`src/rtl/timer_cmp.sv`:
```
// Upper half of the 64-bit machine timer, the 64-bit compare register, and the
// registered timer interrupt, with read/write/set/clear CSR access.
module timer_cmp (
   input  logic        clk,
   input  logic        nreset,
   input  logic [31:0] time_lo,
   input  logic        time_carry,
   input  logic        csr_en,
   input  logic [1:0]  csr_sel,
   input  logic [1:0]  rw_mode,
   input  logic [31:0] d,
   input  logic        irq_en,
   output logic [31:0] qo,
   output logic [31:0] time_hi,
   output logic        mtip
);

   localparam logic [1:0] SEL_CMP_LO  = 2'b00;
   localparam logic [1:0] SEL_CMP_HI  = 2'b01;
   localparam logic [1:0] SEL_TIME_HI = 2'b10;

   localparam logic [1:0] MODE_READ  = 2'b00;
   localparam logic [1:0] MODE_WRITE = 2'b01;
   localparam logic [1:0] MODE_SET   = 2'b10;
   localparam logic [1:0] MODE_CLEAR = 2'b11;

   logic [31:0] cmp_lo_q, cmp_lo_d;
   logic [31:0] cmp_hi_q, cmp_hi_d;
   logic [31:0] time_hi_q, time_hi_d;
   logic        carry_prev_q;
   logic        mtip_q, mtip_d;

   logic        wrap;
   logic        csr_upd;
   logic        cmp_upd;
   logic [31:0] cur_val;
   logic [31:0] new_val;
   logic        cmp_ge;

   // The low counter's carry toggles once per wrap, so any change is a wrap.
   assign wrap = time_carry ^ carry_prev_q;

   always_comb begin
      cur_val = 32'h0;
      case (csr_sel)
         SEL_CMP_LO:  cur_val = cmp_lo_q;
         SEL_CMP_HI:  cur_val = cmp_hi_q;
         SEL_TIME_HI: cur_val = time_hi_q;
         default:     cur_val = 32'h0;
      endcase
   end

   always_comb begin
      new_val = cur_val;
      case (rw_mode)
         MODE_WRITE: new_val = d;
         MODE_SET:   new_val = cur_val | d;
         MODE_CLEAR: new_val = cur_val & ~d;
         default:    new_val = cur_val;
      endcase
   end

   assign csr_upd = csr_en && (rw_mode != MODE_READ) && (csr_sel != 2'b11);
   assign cmp_upd = csr_upd && ((csr_sel == SEL_CMP_LO) || (csr_sel == SEL_CMP_HI));

   always_comb begin
      cmp_lo_d  = cmp_lo_q;
      cmp_hi_d  = cmp_hi_q;
      time_hi_d = time_hi_q;
      if (wrap) begin
         time_hi_d = time_hi_q + 32'd1;
      end
      // A software write to time_hi overrides the same-edge wrap increment.
      if (csr_upd) begin
         case (csr_sel)
            SEL_CMP_LO:  cmp_lo_d  = new_val;
            SEL_CMP_HI:  cmp_hi_d  = new_val;
            SEL_TIME_HI: time_hi_d = new_val;
            default:     ;
         endcase
      end
   end

   assign cmp_ge = ({time_hi_q, time_lo} >= {cmp_hi_q, cmp_lo_q});

   // Changing the compare value masks the interrupt for one edge.
   assign mtip_d = cmp_upd ? 1'b0 : (irq_en & cmp_ge);

   always_ff @(posedge clk or negedge nreset) begin
      if (!nreset) begin
         cmp_lo_q     <= 32'hFFFF_FFFF;
         cmp_hi_q     <= 32'hFFFF_FFFF;
         time_hi_q    <= 32'h0;
         carry_prev_q <= 1'b0;
         mtip_q       <= 1'b0;
      end else begin
         cmp_lo_q     <= cmp_lo_d;
         cmp_hi_q     <= cmp_hi_d;
         time_hi_q    <= time_hi_d;
         carry_prev_q <= time_carry;
         mtip_q       <= mtip_d;
      end
   end

   assign qo      = cur_val;
   assign time_hi = time_hi_q;
   assign mtip    = mtip_q;

endmodule

```
`config.mk`:
```
export PLATFORM = sky130hd
export DESIGN_NAME = timer_cmp
export DESIGN_NICKNAME = d
export VERILOG_FILES = /design/src/rtl/timer_cmp.sv
export SDC_FILE = /design/constraint.sdc
export NUM_CORES = 1
export LEC_CHECK = 0
export BUFFER_PORTS_ARGS = -buffer_cell sky130_fd_sc_hd__buf_2
export CAP_MARGIN = 25
export CORE_ASPECT_RATIO = 0.9
export CORE_UTILIZATION = 54
export CTS_CLUSTER_DIAMETER = 150
export CTS_CLUSTER_SIZE = 14
export DETAILED_ROUTE_END_ITERATION = 12
export PLACE_DENSITY = 0.8
export SLEW_MARGIN = 0
export SYNTH_ARGS = -nofsm -noshare
export SYNTH_HDL_FRONTEND = slang
export SYNTH_SLANG_ARGS = --single-unit
```
`constraint.sdc`:
```
create_clock -name clk -period 4.4 [get_ports clk]
set_clock_uncertainty 0.15 [all_clocks]
set_input_delay 0.22 -clock clk [delete_from_list [all_inputs] [get_ports clk]]
set_output_delay 0.22 -clock clk [all_outputs]
set_load 0.05 [all_outputs]
```
* After elaboration in Yosys (flattened, before gate mapping)
Cells that the tools add are included.
Widths: inputs -> output; s select.
** Word-level totals
- Flip-flop bits (word level) :: 98
- Latch bits :: 0
- Bits in writable memories :: 0
- Bits in read-only memories :: 0
- Input port bits :: 73
- Word-level logic and storage cells :: 32
- Memories :: 0
** Operators by class
- Add/sub/neg operators :: 1
- Multipliers :: 0
- Divide/modulo/power cells :: 0
- Magnitude comparators :: 1
- Eq/ne operators :: 6
- Shift operators :: 0
- Muxes and demuxes :: 6
- Bitwise logic cells :: 5
- Reduce and logical (&&, ||, !) cells :: 8
** Operators with widths (count)
- $pmux 32 s3 :: 2
- $mux 32 :: 3
- $ge 64x64->1 :: 1
- $add 32x1->32 const B :: 1
- $and 32x32->32 :: 1
- $not 32->32 :: 1
- $or 32x32->32 :: 1
- $eq 2x2->1 const B :: 3
- $eq 2x1->1 const B :: 2
- $reduce_and 2->1 :: 2
- $logic_and 1x1->1 :: 3
- $logic_not 2->1 :: 1
- $ne 2x2->1 const B :: 1
- $reduce_bool 2->1 :: 1
- $and 1x1->1 :: 1
- $logic_or 1x1->1 :: 1
- $mux 1 :: 1
- $xor 1x1->1 :: 1

* Logic depth before layout (Yosys ltp)
Gate-level depths: netlist of the first run.
- Depth after elaboration :: 6
- Depth in mapped cells :: 8

* Worst setup path before layout of the first run
Ideal clock, no wire load.
- Path type :: flip-flop to flip-flop
- Start :: register time_hi_q[5] (netlist: time_hi[5])
- End :: register time_hi_q[31] (netlist: time_hi[31])
- Arrival :: 2308 ps
- Setup slack :: 1796 ps
- Stages on the path, launching flop included :: 7
- Path buffers :: 0
- Clock period less this slack :: 2604 ps
- Cell sequence :: dfrtp_1 nand3_1 nor4b_4 or4b_4 nor3_2 xnor2_1 mux2i_1
** On the way
- Cells in the longest elaborated chain, start to end :: 4
** RTL lines
- start: declaration :: line 29 : logic [31:0] time_hi_q, time_hi_d;
- start signal: assignment :: line 99 : time_hi_q <= time_hi_d;
- $add 32x1->32 * :: line 71 : time_hi_d = time_hi_q + 32'd1;
- $mux 32 * :: line 70 : if (wrap) begin
- $mux 32 :: line 75 : case (csr_sel)
- $mux 32 * :: line 74 : if (csr_upd) begin
- via time_hi_d[31] :: line 29
Mark *: on every way through the listed nets, which the timed path passes. The rest lies on a longest branch.
A chain may end at the register's enable or synchronous reset.

* Worst setup path after layout of the first run
- Start :: input port time_carry
- End :: register time_hi_q[31] (netlist: time_hi[31])
** On the way
- Cells in the longest elaborated chain, start to end :: 4
** RTL lines
- start: declaration :: line 7 : input logic time_carry,
- $xor 1x1->1 * :: line 41 : assign wrap = time_carry ^ carry_prev_q;
- $mux 32 * :: line 70
- $mux 32 :: line 75
- $mux 32 * :: line 74
- via time_hi_d[31] :: line 29
Marked as above.

==> impl_metrics.py, run 1 <==
metrics = {
    "routing": {
        "dr_total_vias": 6429,
        "vias_per_cell": 5.615,
        "drtIter0Drc": 614,
        "ant_nets": 0,
        "drc": 0,
        "wl_um": 18670,
        "drt_pass1_iterations": 5,
        "wire_per_inst_um": 16.31,
    },
    "synthesis": {
        "yosysUniqueCellTypes": 40,
        "synth_cells": 858,
        "yosys.area.top_type": "dfstp_2",
        "synth-warning-count": 0,
        "synth_edf_count": 0,
        "syn-num-nets": 996,
        "synth.top_cell.area_share_pct": 23.27,
        "synth_area_leaders": "dfstp_2, dfrtp_1, ha_1",
        "synth_commonest_cells": "a21oi_1, nor2_1, inv_1, ha_1, dfstp_2",
        "ys.flop_type": "dfstp_2",
        "yosysMostFrequentCell": "a21oi_1",
        "synth-async-reset-ratio_pct": 100.0,
        "ys_seq_elements": 98,
        "yosysSeqAreaShare_pct": 35.05,
        "synth.avg_cell_area_um2": 8.422,
        "syn_area_um2": 7226,
    },
    "cells_and_area": {
        "nets": 1114,
        "diodes": 0,
        "final_layout_size_suffix_gt1_share_pct": 24.46,
        "syn_to_final_growth_pct": 16.24,
    },
    "clocking": {
        "clkSlewWorstSetupHoldPaths_ps": 70,
        "clk_latency_ps": 340,
        "post-cts-setup-buffers": 0,
        "postCtsHoldBufs": 2,
        "cts_sinks": 98,
        "cts_tree": "done",
        "htree_levels": 3,
        "cts-root-buf": "clkbuf_16",
        "ctsResizeCount": 0,
        "cts_buffers": 9,
        "clock_tree.buffer_depth": 2,
    },
    "critical_path": {
        "crit_family": "simple AND/OR/NAND/NOR gates",
        "crit_chain": "dlygate4sd3_1, buf_2, xor2_2, nor4b_4, or4b_4, nor3_2, xnor2_1, mux2i_1",
        "critPathLaunchType": "input pin",
        "crit_fanout": 9,
        "r2r-start": "time_hi[8]",
        "required_ps": 4450,
        "slowest_stage": "nor4b_4",
        "cp_num_buf_inv": 2,
        "path_class": "input pin to flop",
        "max_stage_delay_ps": 590,
        "critPathLaunch": "time_carry",
        "crit_path_end_kind": "flop",
        "cp.arrival_ps": 2800,
    },
    "placement": {
        "gp_congestion": 0.8196,
        "io_buffers": 137,
        "dpl.hpwl_um": 13360,
    },
    "power": {
        "pwr-share-seq_pct": 35.1,
        "switchingPower_w": 0.002167,
        "p_sw_share_pct": 47.18,
        "p_leak_nw": 4.280,
        "p_per_area_nw_per_um2": 546.8,
        "p_clk_share_pct": 17.1,
        "peakVddDrop_uv": 315.5,
        "combPwrFrac_pct": 47.8,
        "p_int_w": 0.002426,
    },
    "timing": {
        "timing_max_transition_violations_final": 0,
        "period_minus_slack_ps": 2749,
        "whs_ps": 34.17,
        "rsz0062_at_grt": "no",
        "max_slew_margin_pct": 37.23,
        "worstMarginPinSlew_ps": 941.5,
        "finalSetupViolCount": 0,
        "finalSetupTns_ps": 0,
        "fin_crit_sh_pct": 62.49,
        "finalHoldViolCount": 0,
        "max_freq_ghz": 0.3637,
    },
    "grt": {
        "grt_pass1_wl_um": 30370,
        "antenna_found_initial": 0,
        "grt_pass1_vias": 6062,
        "overflow": 0,
        "grt_max_degree": 76,
        "grt_usage_pct": 27.91,
    },
    "min_path": {
        "hold_path.class": "input pin to flop",
        "worstHoldStart": "irq_en",
    },
    "die": {
        "die_y_um": 111.7,
        "die_area_um2": 13850,
        "die_w_um": 123.9,
        "core.rowCount": 39,
        "io_pins": 138,
        "initial_utilization_pct": 56.09,
        "core-area_um2": 12880,
    },
    "job": {
        "max-cap-violations": 0,
    },
    "outcome": {
        "status": "finished clean",
    },
}
-- flip-flops by register name, summed over array words and instances, names as in the netlist --
register,cells
cmp_hi_q,32
cmp_lo_q,32
time_hi,32
carry_prev_q,1
mtip,1
-- per-layer routing --
layer,share of wire (%),GRT usage (%),vias up
met3,6.1,4.969,20
met2,45,42.81,204
met4,1.4,6.587,0
met1,47,40.78,3056
li1,-,-,3149
met5,0,0,-
-- worst register-to-register path: stages (launching register included) --
cell	delay, ps
dfrtp_1	510
and3_1	290
nand3_1	210
nor4_1	740
nand4_1	260
xor2_1	240
mux2i_1	90
-- per-stage QoR --
step                setup slack, ps  instances  area (um2)  utilization (%)  total power, W
floorplan                      1796        858        7226                -        0.003183
global placement               1691       1127        8079            62.71        0.003723
CTS                            1661       1145        8399            65.20        0.004586
global route                   1479       1145        8399            65.20        0.004895
finish                         1651       1145        8399            65.20        0.004593
detailed placement             1633       1127        8079            62.71        0.003782
-- path summary, 6_finish.rpt --
path	end	slack [ps]	cells past startpoint
worst max-delay path	time_hi[31]	1650	8
worst min-delay path	mtip	30	3
worst max register to register	time_hi[29]	1760	6
worst min register to register	cmp_hi_q[25]	360	2
max in group asynchronous	cmp_lo_q[12]	2760	3
min in group asynchronous	time_hi[4]	420	2
-- logic make-up after synthesis --
logic type	after synthesis	synth area share (%)
simple gates	237	15.01
flops	98	35.05
mux	56	7.775
compound gates	193	15.50
fa+ha+maj	65	11.26
xor+xnor	64	7.862
buf+inv	145	7.550
-- cell usage in the layout (no fill, tap or decap), drive strengths merged, types with 2 or more instances in the layout --
cell type	instances
buf	147
a21oi	134
nor2	111
inv	104
ha	65
dfstp	64
nand2	56
mux2i	55
xnor2	43
dfrtp	34
a22o	32
nand4	21
xor2	21
nand3	19
o21ai	15
clkbuf	12
and3	7
nor3	7
a21o	5
nor4	4
and2	2
and4	2
a221oi	2
clkinv	2
dlygate4sd3	2
nor2b	2
nor4b	2
-- layout make-up --
class	instances	area [um2]
Fill cell	1101	4483
Inverter	103	386.6
Tap cell	164	205.2
Clock buffer	12	266.5
Timing Repair Buffer	149	808.3
Multi-Input combinational cell	615	4167
Clock inverter	4	33.78
Sequential cell	98	2532
-- power by group through the flow --
stage	combinational (W)	sequential (W)	clock (W)
after floorplan	0.00128	0.00191	0
after global placement	0.00211	0.00161	0
after detailed placement	0.00216	0.00162	0
after CTS	0.00219	0.00160	0.000789
after global routing	0.00242	0.00165	0.000825
final	0.00219	0.00161	0.000787
Power figures use the tool's default switching activity.
==> run 2: changes to the inputs <==
--- a/config.mk
+++ b/config.mk
@@ -5,6 +5,7 @@
 export SDC_FILE = /design/constraint.sdc
 export NUM_CORES = 1
 export LEC_CHECK = 0
+export ABC_AREA = 1
 export BUFFER_PORTS_ARGS = -buffer_cell sky130_fd_sc_hd__buf_2
 export CAP_MARGIN = 25
 export CORE_ASPECT_RATIO = 0.9
==> constraint.sdc (replaced) <==
create_clock -name clk -period 2.65 [get_ports clk]
set_clock_uncertainty 0.15 [all_clocks]
set_input_delay 0.1325 -clock clk [delete_from_list [all_inputs] [get_ports clk]]
set_output_delay 0.1325 -clock clk [all_outputs]
set_load 0.05 [all_outputs]
==> run 2 against run 1 <==
  * Sequential share of layout area decreased by 1.8 points
  * Via count increased by 19%
  * Largest cell class unchanged
  * Clock power increased by 72%
  * Total power increased by 49%
  * Critical path type is now flop to flop
  * Core utilization decreased by 1.3 points
  * Cell area increased by 6.2%
  * Critical endpoint is now time_hi[24]
  * Non-clock buffer count increased by 7
  * Global-route usage increased by 3.6 points
  * Sequential cell count unchanged
==> impl_metrics.py, run 2 <==
metrics = {
    "cells_and_area": {
        "nets": 1327,
        "final_cell_mix": "nand2_1, inv_1, buf_2",
        "diodes": 0,
        "final_layout_size_suffix_gt1_share_pct": 25.29,
        "layout_commonest_cell": "nand2_1",
        "syn_to_final_growth_pct": 15.75,
        "fillerInstances": 1314,
        "finalNonFillerCells": 1387,
    },
    "timing": {
        "finalSetupTns_ps": 0,
        "rsz0062_at_grt": "no",
        "worstMarginPinSlew_ps": 921.5,
        "setup_slack_ps": 364.0,
        "fin_crit_sh_pct": 86.26,
        "timing_max_transition_violations_final": 0,
        "max_slew_margin_pct": 38.57,
        "period_minus_slack_ps": 2286,
        "max_freq_ghz": 0.4374,
        "finalSetupViolCount": 0,
        "finalHoldViolCount": 0,
        "whs_ps": 18.74,
    },
    "outcome": {
        "status": "finished clean",
    },
    "critical_path": {
        "cp.arrival_ps": 2380,
        "critPathLaunchType": "flop",
        "path_class": "flop to flop",
        "required_ps": 2740,
        "crit_path_end_kind": "flop",
        "crit_fanout": 8,
    },
    "placement": {
        "dpl.hpwl_um": 16450,
        "dp.cells": 1368,
        "gp_congestion": 0.9850,
        "io_buffers": 137,
        "pre_cts_slack_ps": 426.1,
    },
    "grt": {
        "grt_max_degree": 71,
        "grt_pass1_vias": 7149,
        "grt_usage_pct": 31.49,
        "grt_pass1_wl_um": 35910,
        "overflow": 0,
        "antenna_found_initial": 0,
    },
    "power": {
        "p_total_w": 0.006848,
        "p_per_area_nw_per_um2": 767.9,
        "p_leak_nw": 4.492,
        "peakVddDrop_uv": 481.1,
    },
    "routing": {
        "drc": 0,
        "wire_per_inst_um": 16.06,
        "dr_total_vias": 7644,
        "ant_nets": 0,
        "wl_um": 22270,
        "vias_per_cell": 5.511,
        "drt_pass1_iterations": 5,
        "drtIter0Drc": 679,
    },
    "clocking": {
        "cts_tree": "done",
        "htree_levels": 3,
        "clock_tree.buffer_depth": 2,
        "cts-root-buf": "clkbuf_16",
        "clk_latency_ps": 360,
        "clkSlewWorstSetupHoldPaths_ps": 80,
        "cts_buffers": 9,
        "ctsResizeCount": 0,
        "cts_sinks": 98,
    },
    "synthesis": {
        "yosysMostFrequentCell": "nand2_1",
        "yosys.area.top_type": "dfstp_2",
        "synth-warning-count": 0,
        "yosysUniqueCellTypes": 38,
        "synth_cells": 1057,
        "syn_area_um2": 7704,
        "synth_area_leaders": "dfstp_2, nand2_1, dfrtp_1",
        "yosysSeqAreaShare_pct": 32.87,
        "synth.top_cell.area_share_pct": 21.83,
        "ys.flop_type": "dfstp_2",
        "syn-num-nets": 1195,
        "synth_commonest_cells": "nand2_1, inv_1, o21ai_0, nor2_1, ha_1",
        "synth-async-reset-ratio_pct": 100.0,
        "synth_edf_count": 0,
        "synth.avg_cell_area_um2": 7.288,
        "ys_seq_elements": 98,
    },
    "die": {
        "initial_utilization_pct": 55.21,
        "die_area_um2": 14750,
        "die_w_um": 127.9,
        "core.rowCount": 41,
        "core-area_um2": 13950,
        "io_pins": 138,
        "die_y_um": 115.3,
    },
    "min_path": {
        "hold_path.class": "input pin to flop",
    },
    "job": {
        "max-cap-violations": 0,
    },
}
## run 2: worst paths after layout
kind	from	end	slack (ps)	cells past startpoint
max	time_hi[0]	time_hi[24]	360	9
min	d[31]	cmp_lo_q[31]	20	5
max reg2reg	time_hi[0]	time_hi[24]	360	9
max in group asynchronous	nreset	cmp_hi_q[13]	1230	3
min reg2reg	cmp_lo_q[8]	cmp_lo_q[8]	360	2
min in group asynchronous	nreset	carry_prev_q	300	2
## run 2: logic make-up after synthesis
logic type | after synthesis | synth area share (%)
flip-flops | 98 | 32.87
adder cells (fa/ha/maj) | 65 | 10.56
AO/OA/AOI/OAI | 219 | 18.74
buffers and inverters | 204 | 10.64
AND/OR/NAND/NOR | 448 | 24.57
XOR/XNOR | 23 | 2.615
## run 2: worst max-delay path, cell delays in order (launching register included)
cell and delay (ps):
dfrtp_1 540, ha_1 240, nand3_1 170, nor2_1 260, nand2_2 150, nor2_4 170, nand4_1 160, xor2_1 190
nand2_1 60, nand2_1 70
## run 2: area by class of cell
type	count	area [um2]	share of cell area, %
tap	193	241.5	2.708
multi-input combinational	755	4357	48.86
timing repair buffer	156	850.8	9.541
clock buffer	10	229.0	2.568
clock inverter	6	67.56	0.7577
sequential	98	2532	28.40
inverter	169	639.4	7.170
## run 2: report_power, final
part / switching [W] / total [W] / internal, W / leakage (nW)
logic: 0.00221 / 0.00315 / 0.000943 / 3.26
registers: 0.000358 / 0.00234 / 0.00199 / 1.10
clock network: 0.000617 / 0.00135 / 0.000735 / 0.139
## run 2: per-layer routing
layer	global-route usage (%)	part of all wire, %	vias to the layer above
li1	-	-	3696
met1	43.23	44	3569
met2	50.80	45	344
met3	6.375	8.7	35
met4	8.314	2.1	0
met5	0	0	-
## run 2: timing repair
| item | in CTS | in global routing |
|---|---|---|
| hold buffers | 3 | 0 |
| buffers inserted | 0 | 0 |
| hold endpoints to repair | 36 | 0 |
## run 2: per-stage QoR
step / area, um2 / util (%)
floorplan: 7704 / -
global placement: 8591 / 61.57
detailed placement: 8591 / 61.57
CTS: 8917 / 63.91
global route: 8917 / 63.91
finish: 8917 / 63.91
